--- config.mk ---
export PLATFORM = sky130hd
export DESIGN_NAME = multi_road_traffic_controller
export DESIGN_NICKNAME = d
export VERILOG_FILES = /design/src/rtl/multi_road_traffic_controller_pkg.sv /design/src/rtl/multi_road_traffic_controller_rr_arbiter.sv /design/src/rtl/multi_road_traffic_controller.sv
export SDC_FILE = /design/constraint.sdc
export NUM_CORES = 1
export LEC_CHECK = 0
export ABC_AREA = 1
export CAP_MARGIN = 15
export CORE_MARGIN = 5
export CORE_UTILIZATION = 49
export DETAILED_ROUTE_END_ITERATION = 8
export PLACE_DENSITY = 0.71
export SYNTH_ARGS = -nofsm -noshare
export SYNTH_HDL_FRONTEND = slang
export SYNTH_SLANG_ARGS = --single-unit
--- constraint.sdc ---
create_clock -name clk -period 1.7 [get_ports clk]
set_clock_uncertainty 0.1 [all_clocks]
set_input_delay 0.51 -clock clk [delete_from_list [all_inputs] [get_ports clk]]
set_output_delay 0.51 -clock clk [all_outputs]
set_load 0.05 [all_outputs]
--- src/rtl/multi_road_traffic_controller_pkg.sv ---
// Shared types and constants for the multi-road intersection controller.
// Holds the controller state encoding, lamp patterns and the counter sizing helper.
package traffic_pkg;

  typedef enum logic [2:0] {
    HG    = 3'd0,
    HY    = 3'd1,
    AR1   = 3'd2,
    SG    = 3'd3,
    SY    = 3'd4,
    AR2   = 3'd5,
    FLASH = 3'd6
  } state_t;

  localparam logic [2:0] L_GREEN  = 3'b100;
  localparam logic [2:0] L_YELLOW = 3'b010;
  localparam logic [2:0] L_RED    = 3'b001;
  localparam logic [2:0] L_OFF    = 3'b000;

  // Width of a counter that can reach the longest phase duration.
  function automatic int cnt_width(input int a, input int b, input int c,
                                   input int d, input int e);
    int m;
    m = a;
    m = (b > m) ? b : m;
    m = (c > m) ? c : m;
    m = (d > m) ? d : m;
    m = (e > m) ? e : m;
    return $clog2(m + 1);
  endfunction

endpackage

--- src/rtl/multi_road_traffic_controller_rr_arbiter.sv ---
// Combinational round-robin picker: first requesting index at or after ptr, wrapping.
module rr_arbiter
  import traffic_pkg::*;
#(
  parameter int N = 2,
  parameter int W = (N > 1) ? $clog2(N) : 1
) (
  input  logic [N-1:0] req,
  input  logic [W-1:0] ptr,
  output logic [W-1:0] grant,
  output logic         valid
);

  // Scan from the pointer; the first hit locks the result.
  always_comb begin
    int   idx;
    logic hit;
    idx   = 0;
    hit   = 1'b0;
    grant = '0;
    valid = 1'b0;
    for (int k = 0; k < N; k++) begin
      idx   = (int'(ptr) + k) % N;
      hit   = !valid && req[W'(idx)];
      grant = hit ? W'(idx) : grant;
      valid = valid | hit;
    end
  end

endmodule

--- src/rtl/multi_road_traffic_controller.sv ---
// Intersection controller: one highway against NUM_SIDE local roads, round-robin
// service of waiting roads, and a night flashing mode entered only from highway green.
module multi_road_traffic_controller
  import traffic_pkg::*;
#(
  parameter int NUM_SIDE   = 2,
  parameter int HG_MIN     = 80,
  parameter int Y_CYC      = 20,
  parameter int AR_CYC     = 1,
  parameter int SG_CYC     = 80,
  parameter int FLASH_HALF = 8,
  localparam int SEL_W     = (NUM_SIDE > 1) ? $clog2(NUM_SIDE) : 1
) (
  input  logic                  clk,
  input  logic                  rst,
  input  logic [NUM_SIDE-1:0]   lr_has_car,
  input  logic                  night,
  output logic [2:0]            hw_light,
  output logic [3*NUM_SIDE-1:0] lr_light,
  output logic [SEL_W-1:0]      side_sel
);

  localparam int CNT_W = cnt_width(HG_MIN, SG_CYC, Y_CYC, AR_CYC, FLASH_HALF);
  localparam logic [CNT_W-1:0] CNT_MAX = '1;

  state_t                  state;
  state_t                  state_nxt;
  logic [CNT_W-1:0]        cnt;
  logic [CNT_W-1:0]        cnt_nxt;
  logic                    blink;
  logic                    blink_nxt;
  logic [SEL_W-1:0]        ptr;
  logic [SEL_W-1:0]        ptr_nxt;
  logic [SEL_W-1:0]        grant_nxt;
  logic [SEL_W-1:0]        arb_grant;
  logic                    arb_valid;
  logic [2:0]              hw_nxt;
  logic [3*NUM_SIDE-1:0]   lr_nxt;

  rr_arbiter #(.N(NUM_SIDE), .W(SEL_W)) u_arb (
    .req   (lr_has_car),
    .ptr   (ptr),
    .grant (arb_grant),
    .valid (arb_valid)
  );

  function automatic logic at_end(input logic [CNT_W-1:0] c, input int dur);
    return c == CNT_W'(dur - 1);
  endfunction

  // Next-state, phase counter, blink and round-robin bookkeeping.
  always_comb begin
    state_nxt = state;
    cnt_nxt   = (cnt == CNT_MAX) ? cnt : cnt + CNT_W'(1);
    blink_nxt = blink;
    ptr_nxt   = ptr;
    grant_nxt = side_sel;
    case (state)
      HG: begin
        if (night) begin
          state_nxt = FLASH;
          cnt_nxt   = '0;
        end else if ((cnt >= CNT_W'(HG_MIN - 1)) && arb_valid) begin
          state_nxt = HY;
          cnt_nxt   = '0;
          grant_nxt = arb_grant;
        end else begin
          state_nxt = HG;
        end
      end
      HY: begin
        if (at_end(cnt, Y_CYC)) begin
          state_nxt = AR1;
          cnt_nxt   = '0;
        end else begin
          state_nxt = HY;
        end
      end
      AR1: begin
        if (at_end(cnt, AR_CYC)) begin
          state_nxt = SG;
          cnt_nxt   = '0;
        end else begin
          state_nxt = AR1;
        end
      end
      SG: begin
        if (at_end(cnt, SG_CYC)) begin
          state_nxt = SY;
          cnt_nxt   = '0;
        end else begin
          state_nxt = SG;
        end
      end
      SY: begin
        if (at_end(cnt, Y_CYC)) begin
          state_nxt = AR2;
          cnt_nxt   = '0;
        end else begin
          state_nxt = SY;
        end
      end
      AR2: begin
        if (at_end(cnt, AR_CYC)) begin
          state_nxt = HG;
          cnt_nxt   = '0;
          ptr_nxt   = (side_sel == SEL_W'(NUM_SIDE - 1)) ? '0 : side_sel + SEL_W'(1);
        end else begin
          state_nxt = AR2;
        end
      end
      FLASH: begin
        // Blink restarts dark on every entry so the flash pattern is deterministic.
        if (!night) begin
          state_nxt = AR2;
          cnt_nxt   = '0;
          blink_nxt = 1'b0;
        end else if (at_end(cnt, FLASH_HALF)) begin
          blink_nxt = ~blink;
          cnt_nxt   = '0;
        end else begin
          state_nxt = FLASH;
        end
      end
      default: begin
        state_nxt = HG;
        cnt_nxt   = '0;
      end
    endcase
  end

  // Lamp decode of the upcoming state so the registered lamps track the state register.
  always_comb begin
    case (state_nxt)
      HG:      hw_nxt = L_GREEN;
      HY:      hw_nxt = L_YELLOW;
      FLASH:   hw_nxt = blink_nxt ? L_YELLOW : L_OFF;
      default: hw_nxt = L_RED;
    endcase
    lr_nxt = '0;
    for (int i = 0; i < NUM_SIDE; i++) begin
      if (state_nxt == FLASH) begin
        lr_nxt[3*i +: 3] = blink_nxt ? L_RED : L_OFF;
      end else if ((state_nxt == SG) && (grant_nxt == SEL_W'(i))) begin
        lr_nxt[3*i +: 3] = L_GREEN;
      end else if ((state_nxt == SY) && (grant_nxt == SEL_W'(i))) begin
        lr_nxt[3*i +: 3] = L_YELLOW;
      end else begin
        lr_nxt[3*i +: 3] = L_RED;
      end
    end
  end

  // State, counters and registered lamp outputs.
  always_ff @(posedge clk) begin
    if (rst) begin
      state    <= HG;
      cnt      <= '0;
      blink    <= 1'b0;
      ptr      <= '0;
      side_sel <= '0;
      hw_light <= L_GREEN;
      lr_light <= {NUM_SIDE{L_RED}};
    end else begin
      state    <= state_nxt;
      cnt      <= cnt_nxt;
      blink    <= blink_nxt;
      ptr      <= ptr_nxt;
      side_sel <= grant_nxt;
      hw_light <= hw_nxt;
      lr_light <= lr_nxt;
    end
  end

endmodule

Yosys cells after proc, flatten, opt, wreduce, memory -nomap -nowiden

Index checks and enable logic that the tools add are counted.

Register bits: 22
Input bits: 5
Logic and storage cells: 84

Add/sub/neg operators: 3
$lt $le $gt $ge: 3
Equality and inequality tests: 14
Multiplexer cells: 41
Bitwise logic cells: 3
Reductions and logical operators: 13

Operator list:

| operator            | number |
|---|---|
| $mux 7              | 8 |
| $pmux 7 s5          | 1 |
| $mux 3              | 9 |
| $pmux 3 s7          | 1 |
| $mux 1              | 17 |
| $eq 3x3->1 const B  | 5 |
| $eq 7x7->1 const B  | 2 |
| $eq 3x2->1 const B  | 3 |
| $pmux 3 s3          | 1 |
| $mux 2              | 4 |
| $add 7x1->7 const B | 1 |
| $eq 7x3->1 const B  | 1 |
| $eq 7x5->1 const B  | 1 |
| $ge 7x7->1 const B  | 1 |
| $logic_not 7->1     | 1 |
| $eq 3x1->1 const B  | 2 |
| $logic_and 1x1->1   | 6 |
| $logic_not 3->1     | 2 |
| $lt 1x3->1 const B  | 2 |
| $reduce_or 2->1     | 2 |
| $add 1x1->1 const B | 2 |
| $not 1->1           | 2 |
| $reduce_and 2->1    | 1 |
| $logic_not 1->1     | 1 |
| $or 1x1->1          | 1 |

Longest topological paths before layout

Depth after elaboration: 15
Gate-level depth with buffers: 13

By module

From an unflattened synthesis, not the netlist that was laid out.

Cell total of the unflattened synthesis: 179
Area total of the unflattened synthesis: 1,231.2 µm²

Modules (own cells, without submodules):

| module                        | instances | cells each | area an instance (µm²) | sequential area each (µm²) |
|---|---|---|---|---|
| multi_road_traffic_controller | 1         | 176        | 1,216.2                | 440.4 |
| rr_arbiter                    | 1         | 3          | 15.0                   | 0.0 |

Worst setup path after synthesis

OpenSTA, ideal clock, no wires.

Path kind: register to register
From: register cnt[0]
To: register lr_light[0]
Arrival: 1.385 ns
Data required time: 1.482 ns
Path slack: 0.097 ns
Stages on the path, launching flop included: 11
Path buffers: 0
Path through: dfxtp_1 -> ha_1 -> nand2_1 -> inv_2 -> nand3_2 -> nand2_4 -> nand3b_2 -> nor2_1 -> nand3_1 -> nand3_1 -> nand2_1

Cells in the longest elaborated chain, start to end: 10
Elaborated cells on any way between the ends: 32
Classes of those cells: order compare: 1; eq/ne: 6; mux: 20; bitwise: 1; reduce/logical: 4

Ends and longest elaborated chain:

| element                                        | line                                                                       | text |
|---|---|---|
| start, declared                                | multi_road_traffic_controller.sv:28                                        | `logic [CNT_W-1:0] cnt;` |
| start signal, assigned                         | multi_road_traffic_controller.sv:166                                       | `cnt <= cnt_nxt;` |
| $ge 7x7->1                                     | multi_road_traffic_controller.sv:63                                        | `end else if ((cnt >= CNT_W'(HG_MIN - 1)) && arb_valid) begin` |
| $logic_and 1x1->1                              | multi_road_traffic_controller.sv:63                                        |  |
| $mux 1                                         | multi_road_traffic_controller.sv:63                                        |  |
| $mux 3 / $mux 1 (equally long branches)        | multi_road_traffic_controller.sv:60                                        | `if (night) begin` |
| $pmux 3 s7 / $mux 1 (equally long branches)    | multi_road_traffic_controller.sv:58                                        | `case (state)` |
| $eq 3x3->1 / $not 1->1 (equally long branches) | multi_road_traffic_controller.sv:146, multi_road_traffic_controller.sv:144 |  |
| $logic_and 1x1->1                              | multi_road_traffic_controller.sv:146                                       | `end else if ((state_nxt == SY) && (grant_nxt == SEL_W'(i))) begin` |
| $mux 2                                         | multi_road_traffic_controller.sv:146                                       |  |
| $mux 3                                         | multi_road_traffic_controller.sv:144                                       | `end else if ((state_nxt == SG) && (grant_nxt == SEL_W'(i))) begin` |
| $mux 3 *                                       | multi_road_traffic_controller.sv:142                                       | `if (state_nxt == FLASH) begin` |
| end signal, assigned                           | multi_road_traffic_controller.sv:163                                       | `lr_light <= {NUM_SIDE{L_RED}};` |
| end signal, assigned                           | multi_road_traffic_controller.sv:171                                       | `lr_light <= lr_nxt;` |
| end, declared                                  | multi_road_traffic_controller.sv:19                                        | `output logic [3*NUM_SIDE-1:0] lr_light,` |

Every way passes the cells marked *; elsewhere a longest branch is shown, timed or not.
A chain may end at the register's enable or synchronous reset.

Final worst setup path

From: register cnt[0]
To: register lr_light[3]

Cells in the longest elaborated chain, start to end: 10
Elaborated cells on any way between the ends: 31
Classes of those cells: order compare: 1; eq/ne: 6; mux: 20; reduce/logical: 4

Ends and longest elaborated chain:

| element           | line |
|---|---|
| $ge 7x7->1        | multi_road_traffic_controller.sv:63 |
| $logic_and 1x1->1 | multi_road_traffic_controller.sv:63 |
| $mux 1            | multi_road_traffic_controller.sv:63 |
| $mux 3            | multi_road_traffic_controller.sv:60 |
| $pmux 3 s7        | multi_road_traffic_controller.sv:58 |
| $eq 3x3->1        | multi_road_traffic_controller.sv:146 |
| $logic_and 1x1->1 | multi_road_traffic_controller.sv:146 |
| $mux 2            | multi_road_traffic_controller.sv:146 |
| $mux 3            | multi_road_traffic_controller.sv:144 |
| $mux 3 *          | multi_road_traffic_controller.sv:142 |

Marks and branches as above.

==> flow_summary.yaml <==
floorplan:
  fp.dieW_um: 60.5
  rows: 18
  die_h_um: 60.5
  io_pins: 15
  start_util: 0.509
  fp.coreArea_mm2: 0.00245
  dieArea_mm2: 0.00366
layout:
  layout.nets: 231
  finish.utilization: 0.795
  instances_no_fill: 253
  n_antenna_cell: 0
  final_layout_size_suffix_gt1_frac: 0.435
  fillers: 168
  area_delta_synth_final_pct: 56.3
sta:
  fmax_ghz: 0.559
  max_slew_margin: 0.753
  drv_slew: 0
  finalCritPeriodShare: 1.05
  period_minus_slack_ps: 1790
  setup_ws_ps: -90.5
  tightest_slew_ps: 367
  rsz0062_at_grt: "yes"
  setup_violations: 13
  finalHoldViolations: 0
clock_tree:
  htreeDepth: 1
  clock_sinks: 22
  worstSkewPairLatency_ps: 300
  cts-root-buf: "clkbuf_4"
  path_clk_slew_ps: 130
  numCtsBuffers: 3
  cts_tree: "done"
  hold_buffers: 0
  clockBufferDepth: 2
drt:
  wirelength_um: 3580
  num_vias: 1338
  drtPass1Iterations: 4
  wl_per_cell_um: 14.2
  first_iter_violations: 64
  final_antenna_net_count: 0
  via_per_inst: 5.29
  drc: 0
yosys:
  ys_ff_latch: 22
  syn_nets: 193
  synth_area_leaders: "dfxtp_1 (35%), nand2_1 (14%), nor2_1 (7.8%), inv_1 (6.9%), nand3_1 (6.4%)"
  synth_xor_area_frac: 0.00701
  synthTopCellsByCount: "nand2_1 (46), nor2_1 (26), inv_1 (23), dfxtp_1 (22), nand3_1 (16)"
  synth_edf_count: 0
  ys_types: 25
  synth-seq-area-share: 0.353
  yosys.cell_count.top_type: "nand2_1"
  synth-compound-area-share: 0.0621
  async_flop_share: 0
  synth_top_cell_area_share: 0.353
  synth_area_mm2: 0.00125
  netlist.top_cell.by_area: "dfxtp_1"
  synth-adder-area-share: 0.0200
  synth_area_per_cell_um2: 6.71
  synth-simple-area-share: 0.465
  synthMuxAreaShare: 0
  yosys_warnings: 0
  synthCells: 186
  ys.flop_type: "dfxtp_1"
  synth_top_family_by_area: "simple AND/OR/NAND/NOR gates"
placement:
  post-place-ws_ps: -488
  hpwl_um: 2350
  globalplace.congestion: 1.05
  portBuffers: 13
  numPlacedInstances: 244
outcome:
  violations: "negative setup slack"
  outcome: "finished with violations"
power_and_ir_drop:
  power_density_mw_per_mm2: 1380
  power_w: 0.00270
  p_leak_nw: 0.910
  vdd.ir_drop.worst_uv: 1330
global_routing:
  grtUsageTotal: 0.201
  grt_start_max_net_pins: 14
  grt_overflow: 0
  antenna_found_initial: 0
  grt_pass1_vias: 1315
  grt_pass1_wl_um: 5550
worst_setup_path:
  critPathLaunchType: "register"
  rrSetupSlack_ps: -90
  worstSetupPathType: "register to register"
  cp.required_ps: 1810
  worst_setup_path_end_kind: "register"
  arrival_ps: 1900
  path_max_fanout: 4
worst_hold_path:
  worst_hold_path_type: "register to register"
flow_run:
  maxCapViolations: 0
kinds of logic after synthesis:
family,Yosys count
AOI/OAI and AO/OA,14
and+or+nand+nor,119
xor gates and xnor gates,1
adders and majority gates,2
DFF,22
buffers and inverters,28
registers in the layout, summed over array words and instances, names as in the netlist:
name / count
cnt: 7
lr_light: 6
hw_light: 3
state: 3
blink: 1
ptr: 1
side_sel: 1
layout make-up:
cell class | instances | area (µm²) | share of cell area
Sequential cell | 22 | 455 | 0.233
Tap cell | 30 | 37.5 | 0.0192
Clock buffer | 3 | 22.5 | 0.0115
Inverter | 26 | 105 | 0.0538
Clock inverter | 1 | 30.0 | 0.0154
Timing Repair Buffer | 35 | 410 | 0.210
Multi-Input combinational cell | 136 | 891 | 0.456
stage by stage:
stage	TNS, ps	instance area, µm²	hold WS, ps
2_1_floorplan	0	1250	356
3_3_place_gp	-6160	1630	369
3_5_place_dp	-6780	1630	402
4_1_cts	0	1830	431
5_1_grt	-1800	1950	465
6_report	-414	1950	441
per-layer routing:
| metal | vias to the layer above | share of wire | GRT usage |
|---|---|---|---|
| met2 | 31 | 0.50 | 0.341 |
| met1 | 632 | 0.45 | 0.252 |
| met5 | - | 0 | 0 |
| li1 | 667 | - | - |
| met3 | 8 | 0.033 | 0.0447 |
| met4 | 0 | 0.021 | 0.0681 |
cell usage in the layout, fill, tap and decap left out, types with 7 or more instances in the layout:
cell type,count
nand3_1,7
inv_1,20
nor2_2,8
nand3_2,9
nand2_1,38
nor2_4,10
buf_12,11
buf_4,20
nor2_1,20
nand2_2,9
dfxtp_1,14
nand4_1,8
worst paths after layout:
path / start / to / depth (start not counted)
setup / recovery: cnt[0] / lr_light[3] / 13
hold / removal: cnt[0] / cnt[0] / 2
setup reg to reg: cnt[0] / lr_light[3] / 13
hold reg to reg: cnt[0] / cnt[0] / 2
critical path, stage by stage, from the launching register on:
cell      delay, ps
dfxtp_4         400
inv_4            40
ha_4            150
inv_4            60
nor2_4           30
nand3_2          90
nand2_4          90
buf_12          130
nand3b_4        100
nand2_1          90
nor2_2          170
nand3_2         130
nand3_2          70
nand2_1          50
power breakdown:
group / switching (W) / internal [W] / total, W
sequential: 0.000125 / 0.000630 / 0.000755
clock: 0.000163 / 0.000238 / 0.000401
combinational: 0.000868 / 0.000674 / 0.00154
timing repair:
action | in CTS | in global routing
setup endpoints to repair | 17 | 18
resized for setup | 33 | 28
pin swaps | 15 | 15
setup buffers | 1 | 4
Power figures use the tool's default switching activity.
